--- config.mk ---
export PLATFORM = sky130hd
export DESIGN_NAME = ddr_line_cache
export DESIGN_NICKNAME = d
export VERILOG_FILES = /design/src/rtl/ddr_cache_pkg.sv /design/src/rtl/ddr_cache_tag_store.sv /design/src/rtl/ddr_line_cache.sv
export SDC_FILE = /design/constraint.sdc
export NUM_CORES = 2
export LEC_CHECK = 0
export CELL_PAD_IN_SITES_DETAIL_PLACEMENT = 1
export CELL_PAD_IN_SITES_GLOBAL_PLACEMENT = 1
export CORE_UTILIZATION = 50
export CTS_CLUSTER_SIZE = 25
export DETAILED_ROUTE_END_ITERATION = 12
export DONT_BUFFER_PORTS = 1
export GPL_TIMING_DRIVEN = 1
export PLACE_DENSITY_LB_ADDON = 0.12
export SLEW_MARGIN = 20
export SYNTH_ARGS = -nofsm -noshare
export SYNTH_HDL_FRONTEND = slang
export SYNTH_SLANG_ARGS = --single-unit
--- constraint.sdc ---
create_clock -name clock -period 5.4 [get_ports clock]
set_input_delay 0.27 -clock clock [delete_from_list [all_inputs] [get_ports clock]]
set_output_delay 0.27 -clock clock [all_outputs]
set_load 0.02 [all_outputs]
--- src/rtl/ddr_cache_pkg.sv ---
// Shared types and geometry helpers for the direct-mapped DDR line cache.
package ddr_cache_pkg;

    // Controller states of the cache front end
    typedef enum logic [1:0] {
        ST_IDLE   = 2'd0,
        ST_LOOKUP = 2'd1,
        ST_REQ    = 2'd2,
        ST_FILL   = 2'd3
    } cache_state_t;

    localparam int BURSTCNT_W = 8;

    // Word-offset bits inside one line
    function automatic int ofs_bits(input int line_words);
        return $clog2(line_words);
    endfunction

    // Line-index bits (zero for a single-line cache)
    function automatic int idx_bits(input int lines);
        return $clog2(lines);
    endfunction

    // Width used for index signals; never zero so ports stay legal with one line
    function automatic int idx_store_bits(input int lines);
        return (lines > 1) ? $clog2(lines) : 1;
    endfunction

    // Tag bits left over above offset and index
    function automatic int tag_bits(input int addr_w, input int line_words, input int lines);
        return addr_w - $clog2(line_words) - $clog2(lines);
    endfunction

endpackage

--- src/rtl/ddr_cache_tag_store.sv ---
// Tag array plus per-line valid bits: one lookup port, one fill write port,
// and a whole-cache invalidate that wins over a coincident fill.
module ddr_cache_tag_store
    import ddr_cache_pkg::*;
#(
    parameter int LINES = 4,
    parameter int IDX_W = 2,
    parameter int TAG_W = 24
) (
    input  logic             clock,
    input  logic             reset_n,
    input  logic [IDX_W-1:0] lookup_idx,
    input  logic [TAG_W-1:0] lookup_tag,
    output logic             lookup_hit,
    input  logic             fill_en,
    input  logic [IDX_W-1:0] fill_idx,
    input  logic [TAG_W-1:0] fill_tag,
    input  logic             flush_clr
);

    logic [LINES-1:0] valid;
    logic [TAG_W-1:0] tags [LINES];

    // Valid bits: flush clears everything, including a line completing this edge
    always_ff @(posedge clock or negedge reset_n) begin
        if (!reset_n) begin
            valid <= '0;
        end else if (flush_clr) begin
            valid <= '0;
        end else if (fill_en) begin
            valid[fill_idx] <= 1'b1;
        end
    end

    // Tag storage needs no reset; a tag is only trusted behind its valid bit
    always_ff @(posedge clock) begin
        if (fill_en) begin
            tags[fill_idx] <= fill_tag;
        end
    end

    // Hit when the indexed line is valid and holds the requested tag
    always_comb begin
        lookup_hit = valid[lookup_idx] && (tags[lookup_idx] == lookup_tag);
    end

endmodule

--- src/rtl/ddr_line_cache.sv ---
// Direct-mapped read cache between the PVR read client and the DDR3 read port.
// A miss fetches the whole line in one burst; flush invalidates every line.
// Optional build macro DDR_CACHE_STATS_EN adds 32-bit hit/miss counters.
module ddr_line_cache
    import ddr_cache_pkg::*;
#(
    parameter int ADDR_W     = 29,
    parameter int DATA_W     = 64,
    parameter int LINE_WORDS = 8,
    parameter int LINES      = 4
) (
    input  logic                  clock,
    input  logic                  reset_n,
    input  logic [ADDR_W-1:0]     ddram_addr_in,
    input  logic                  ddram_rd_in,
    input  logic                  flush_in,
    output logic                  ddram_busy_out,
    output logic [DATA_W-1:0]     ddram_readdata_out,
    output logic                  ddram_valid_out,
    output logic [ADDR_W-1:0]     ddram_addr_out,
    output logic [BURSTCNT_W-1:0] ddram_burstcnt_out,
    output logic                  ddram_rd_out,
    input  logic                  ddram_waitrequest_in,
    input  logic                  ddram_valid_in,
    input  logic [DATA_W-1:0]     ddram_readdata_in
`ifdef DDR_CACHE_STATS_EN
    ,
    output logic [31:0]           hit_count_out,
    output logic [31:0]           miss_count_out
`endif
);

    localparam int OFS   = ofs_bits(LINE_WORDS);
    localparam int IDX   = idx_bits(LINES);
    localparam int IDX_W = idx_store_bits(LINES);
    localparam int TAG_W = tag_bits(ADDR_W, LINE_WORDS, LINES);

    cache_state_t      state;
    logic [ADDR_W-1:0] req_addr;
    logic [OFS-1:0]    req_ofs;
    logic [IDX_W-1:0]  req_idx;
    logic [TAG_W-1:0]  req_tag;
    logic [OFS-1:0]    beat_cnt;
    logic              flush_pend;
    logic              lookup_hit;
    logic              fill_last;
    logic              flush_clr;
    logic [DATA_W-1:0] line_data [LINES][LINE_WORDS];

    assign req_ofs = req_addr[OFS-1:0];
    assign req_tag = req_addr[ADDR_W-1:OFS+IDX];

    if (IDX > 0) begin : g_idx
        assign req_idx = req_addr[OFS+IDX-1:OFS];
    end else begin : g_no_idx
        assign req_idx = '0;
    end

    // Final beat of a fill, and the two situations that wipe all valid bits
    always_comb begin
        fill_last = (state == ST_FILL) && ddram_valid_in &&
                    (beat_cnt == OFS'(LINE_WORDS - 1));
        flush_clr = (flush_in && ((state == ST_IDLE) || (state == ST_LOOKUP))) ||
                    (fill_last && (flush_pend || flush_in));
    end

    ddr_cache_tag_store #(
        .LINES (LINES),
        .IDX_W (IDX_W),
        .TAG_W (TAG_W)
    ) u_tag_store (
        .clock      (clock),
        .reset_n    (reset_n),
        .lookup_idx (req_idx),
        .lookup_tag (req_tag),
        .lookup_hit (lookup_hit),
        .fill_en    (fill_last),
        .fill_idx   (req_idx),
        .fill_tag   (req_tag),
        .flush_clr  (flush_clr)
    );

    // Latch the client address at acceptance; it stays put until the reply
    always_ff @(posedge clock) begin
        if ((state == ST_IDLE) && ddram_rd_in) begin
            req_addr <= ddram_addr_in;
        end
    end

    // Line data array: beats land in arrival order at the requested index
    always_ff @(posedge clock) begin
        if ((state == ST_FILL) && ddram_valid_in) begin
            line_data[req_idx][beat_cnt] <= ddram_readdata_in;
        end
    end

    // Request/lookup/burst/fill sequencer with registered client and DDR outputs
    always_ff @(posedge clock or negedge reset_n) begin
        if (!reset_n) begin
            state              <= ST_IDLE;
            ddram_busy_out     <= 1'b0;
            ddram_valid_out    <= 1'b0;
            ddram_readdata_out <= '0;
            ddram_addr_out     <= '0;
            ddram_burstcnt_out <= '0;
            ddram_rd_out       <= 1'b0;
            beat_cnt           <= '0;
            flush_pend         <= 1'b0;
        end else begin
            ddram_valid_out <= 1'b0;
            case (state)
                ST_IDLE: begin
                    if (ddram_rd_in) begin
                        ddram_busy_out <= 1'b1;
                        state          <= ST_LOOKUP;
                    end
                end
                ST_LOOKUP: begin
                    if (lookup_hit) begin
                        ddram_readdata_out <= line_data[req_idx][req_ofs];
                        ddram_valid_out    <= 1'b1;
                        ddram_busy_out     <= 1'b0;
                        state              <= ST_IDLE;
                    end else begin
                        ddram_addr_out     <= {req_addr[ADDR_W-1:OFS], {OFS{1'b0}}};
                        ddram_burstcnt_out <= BURSTCNT_W'(LINE_WORDS);
                        ddram_rd_out       <= 1'b1;
                        state              <= ST_REQ;
                    end
                end
                ST_REQ: begin
                    // A flush here cannot touch the valid bits until the fill lands
                    if (flush_in) begin
                        flush_pend <= 1'b1;
                    end
                    if (!ddram_waitrequest_in) begin
                        ddram_rd_out <= 1'b0;
                        beat_cnt     <= '0;
                        state        <= ST_FILL;
                    end
                end
                ST_FILL: begin
                    if (fill_last) begin
                        flush_pend <= 1'b0;
                    end else if (flush_in) begin
                        flush_pend <= 1'b1;
                    end
                    if (ddram_valid_in) begin
                        beat_cnt <= beat_cnt + 1'b1;
                        if (fill_last) begin
                            state <= ST_LOOKUP;
                        end
                    end
                end
                default: state <= ST_IDLE;
            endcase
        end
    end

`ifdef DDR_CACHE_STATS_EN
    logic fill_done;

    // Outcome counters; the re-lookup straight after a fill is not a hit
    always_ff @(posedge clock or negedge reset_n) begin
        if (!reset_n) begin
            hit_count_out  <= '0;
            miss_count_out <= '0;
            fill_done      <= 1'b0;
        end else begin
            if (fill_last) begin
                fill_done <= 1'b1;
            end else if (state == ST_LOOKUP) begin
                fill_done <= 1'b0;
            end
            if (state == ST_LOOKUP) begin
                if (!lookup_hit) begin
                    miss_count_out <= miss_count_out + 32'd1;
                end else if (!fill_done) begin
                    hit_count_out <= hit_count_out + 32'd1;
                end
            end
        end
    end
`endif

endmodule

==> impl_metrics.tcl <==
set metrics [dict create \
    multi_input_area_mm2 0.0182 \
    synthTopCellsByCount "edfxtp_1, mux4_2, mux2_2" \
    critPathKind "register to register" \
    regArea_mm2 0.0679 \
    synth-main-ff-cell "edfxtp_1" \
    drc 0 \
    synth_seq_cells 2279 \
    status "completed" \
    die-width_um 418 \
    max_freq_mhz 248 \
    core_area_mm2 0.172 \
    placedCellCount 5700 \
    hold_viol 0 \
    seq_area_frac_synth 0.783 \
    synth_edf_count 2173 \
    start_util 0.504 \
    routabilityCongestion 0.742 \
    numCtsBuffers 226 \
    die_h_um 418 \
    power_frac_seq 0.480 \
    cp.arrival_ns 4.74 \
    drt_iter0_markers 4006 \
    clk_path_buf_depth 3 \
    synth_most_common_cell "edfxtp_1" \
    synth.top_cells.by_area "edfxtp_1, mux4_2, dfrtp_1" \
    grt_util_all_layers 0.252 \
    hold-worst-slack_ns 0.0541 \
    dieArea_mm2 0.175 \
    ant_nets 0 \
    viasPerCell 6.20 \
    vias 38800 \
    num_rows 152 \
    dr.pass1.iters 7 \
    htree_levels 4 \
    postSynthAreaPerCell_um2 25.0 \
    crit_path_end_kind "register" \
    layout_min_cycle_time_ns 4.02 \
    routedWlPerCell_um 34.7 \
    setup-tns-final_ns 0 \
    grt-ovfl-total 0 \
    area_delta_synth_final_pct 14.3 \
    clk_pin_slew_ns 0.06 \
    root_buffer "clkbuf_16" \
    finalSetupViolCount 0 \
    comb_power_share 0.138 \
    grt_pass1_vias 41600 \
    max_slew_margin 0.226 \
    power.internal_w 0.0322 \
    worstPathRequired_ns 6.12 \
    cts_tree "built" \
    ys_warn_count 0 \
    hp-class "input pin to register" \
    slew_violations 0 \
    boundaryPins 203 \
    drt_wl_total_mm 217 \
    maxCapViolations 0 \
    startpoint_type "register" \
    clockPowerShare 0.382 \
    yosysTopAreaCellShare 0.753 \
    rsz0062_at_grt "false" \
    cts_resized 0 \
    vdd_drop_max_mv 0.415 \
    antenna_found_initial 9 \
    grt_pass1_wl_mm 310 \
    cts_hold_buffers 108 \
    crit_fanout 65 \
    synth.distinct_cells 55 \
    p_leak_nw 31.4 \
    grt_max_degree 149 \
    drive_gt1_frac 0.331 \
    nets 3843 \
    async_reset_ff_frac 0.0456 \
    post_cts_buffers 0 \
    dp.final_hpwl_mm 105 \
    p_sw_frac 0.234 \
    post-route-period-util 0.745 \
    final.fill_count 13900 \
    fin_skew_ns 0.0401 \
    power.density_mw_per_mm2 425 \
    clk_latency_ns 0.86 \
    fin_cells 6250 \
    synth_top_area_cell "edfxtp_1" \
    tightestPinTransition_ns 1.16 \
    clock_sinks 2279 \
    p_sw_w 0.00986 \
    syn_area_mm2 0.0867 \
    place.port_buffers 0 \
    synth_cells 3473 \
]
-- through the flow --
step / instance area, um2 / setup WS [ns] / utilization / total power (W)
4_1_cts: 99000 / 1.37 / 0.576 / 0.0425
2_1_floorplan: 86700 / 1.08 / - / 0.0248
3_3_place_gp: 90200 / 1.44 / 0.525 / 0.0260
3_5_place_dp: 90200 / 1.38 / 0.525 / 0.0261
6_report: 99100 / 1.38 / 0.576 / 0.0421
5_1_grt: 99100 / 1.26 / 0.576 / 0.0434
-- logic make-up (layout without fill, tap and decap cells) --
| group | count (synthesis) | in the layout | share of synthesized area |
|---|---|---|---|
| flops | 2279 | 2279 | 0.783 |
| other cells | 1 | 12 | 0.0000433 |
| mux | 834 | 834 | 0.194 |
| buf+inv | 194 | 650 | 0.0106 |
| fa+ha+maj | 6 | 6 | 0.000866 |
| simple gates | 94 | 94 | 0.00507 |
| xor+xnor | 22 | 22 | 0.00222 |
| compound gates | 43 | 43 | 0.00381 |
-- power groups by stage --
stage               sequential, W  combinational, W  clock [W]
finish                     0.0202           0.00581     0.0161
global route               0.0202           0.00619     0.0170
CTS                        0.0202           0.00589     0.0164
detailed placement         0.0206           0.00557          0
global placement           0.0205           0.00547          0
floorplan                  0.0204           0.00444          0
-- flip-flops by register name (all words and copies together), names as in the netlist, 2 cells and up, named ones only --
register / cells
beat_cnt: 3
u_tag_store.valid: 4
state: 2
ddram_addr_out: 26
ddram_readdata_out: 64
u_tag_store.tags: 96
req_addr: 29
line_data: 2048
-- cell type report --
class,instances,share of cell area
flip-flops and latches,2279,0.685
multi-input cells,1009,0.183
clock buffers,288,0.0623
well taps,2310,0.0292
repair buffers,211,0.0245
clock inverters,140,0.0149
inverters,11,0.000417
diodes,2,0.0000505
-- critical path, cell delays in order, from the launching register on --
cell	delay, ns
dfxtp_4	0.97
mux2i_1	0.26
a222oi_1	0.51
o21bai_1	0.12
or3b_1	0.43
nor4_2	0.45
buf_12	0.55
mux2_2	0.41
-- path summary, 6_finish.rpt --
kind,from,end,slack [ns],cells after the start
max in group asynchronous,reset_n,ddram_readdata_out[31],4.39,2
worst max-delay path,register,ddram_readdata_out[29],1.38,7
worst min-delay path,ddram_addr_in[26],req_addr[26],0.05,1
min in group asynchronous,reset_n,ddram_burstcnt_out[3],0.20,2
worst min register to register,u_tag_store.valid[1],u_tag_store.valid[1],0.52,2
worst max register to register,register,ddram_readdata_out[29],1.38,7
-- cells in the final DEF (no fill, tap or decap), types with 3 or more instances in the layout --
| cell type | netlist | layout |
|---|---|---|
| a21oi_1 | 6 | 6 |
| a22o_1 | 3 | 3 |
| buf_12 | 1 | 45 |
| buf_2 | 60 | 11 |
| buf_4 | 16 | 46 |
| bufinv_16 | 0 | 29 |
| clkbuf_1 | 93 | 37 |
| clkbuf_16 | 0 | 229 |
| clkbuf_8 | 0 | 22 |
| clkinv_1 | 0 | 44 |
| clkinv_2 | 0 | 48 |
| clkinv_8 | 0 | 6 |
| clkinvlp_4 | 0 | 7 |
| conb_1 | 1 | 10 |
| dfrtp_1 | 104 | 104 |
| dlygate4sd3_1 | 0 | 107 |
| edfxtp_1 | 2173 | 2173 |
| ha_1 | 6 | 6 |
| inv_1 | 11 | 10 |
| inv_6 | 0 | 5 |
| mux2_2 | 141 | 141 |
| mux2_4 | 18 | 18 |
| mux2i_1 | 20 | 20 |
| mux4_1 | 5 | 5 |
| mux4_2 | 650 | 650 |
| nand2_1 | 15 | 15 |
| nand2b_1 | 3 | 3 |
| nand3_1 | 8 | 8 |
| nor2_1 | 52 | 16 |
| nor2_2 | 0 | 4 |
| nor2_4 | 0 | 32 |
| o21a_1 | 4 | 4 |
| o21ai_0 | 7 | 7 |
| o221ai_1 | 4 | 4 |
| xnor2_1 | 13 | 13 |
| xor2_1 | 9 | 9 |
-- metal layers --
metal,up-vias,share of wire,track usage
met5,-,0.00039,0
met4,12,0.019,0.0552
met3,294,0.052,0.0381
met2,1175,0.52,0.434
met1,21800,0.41,0.344
li1,15500,-,-
Power figures use the tool's default switching activity.
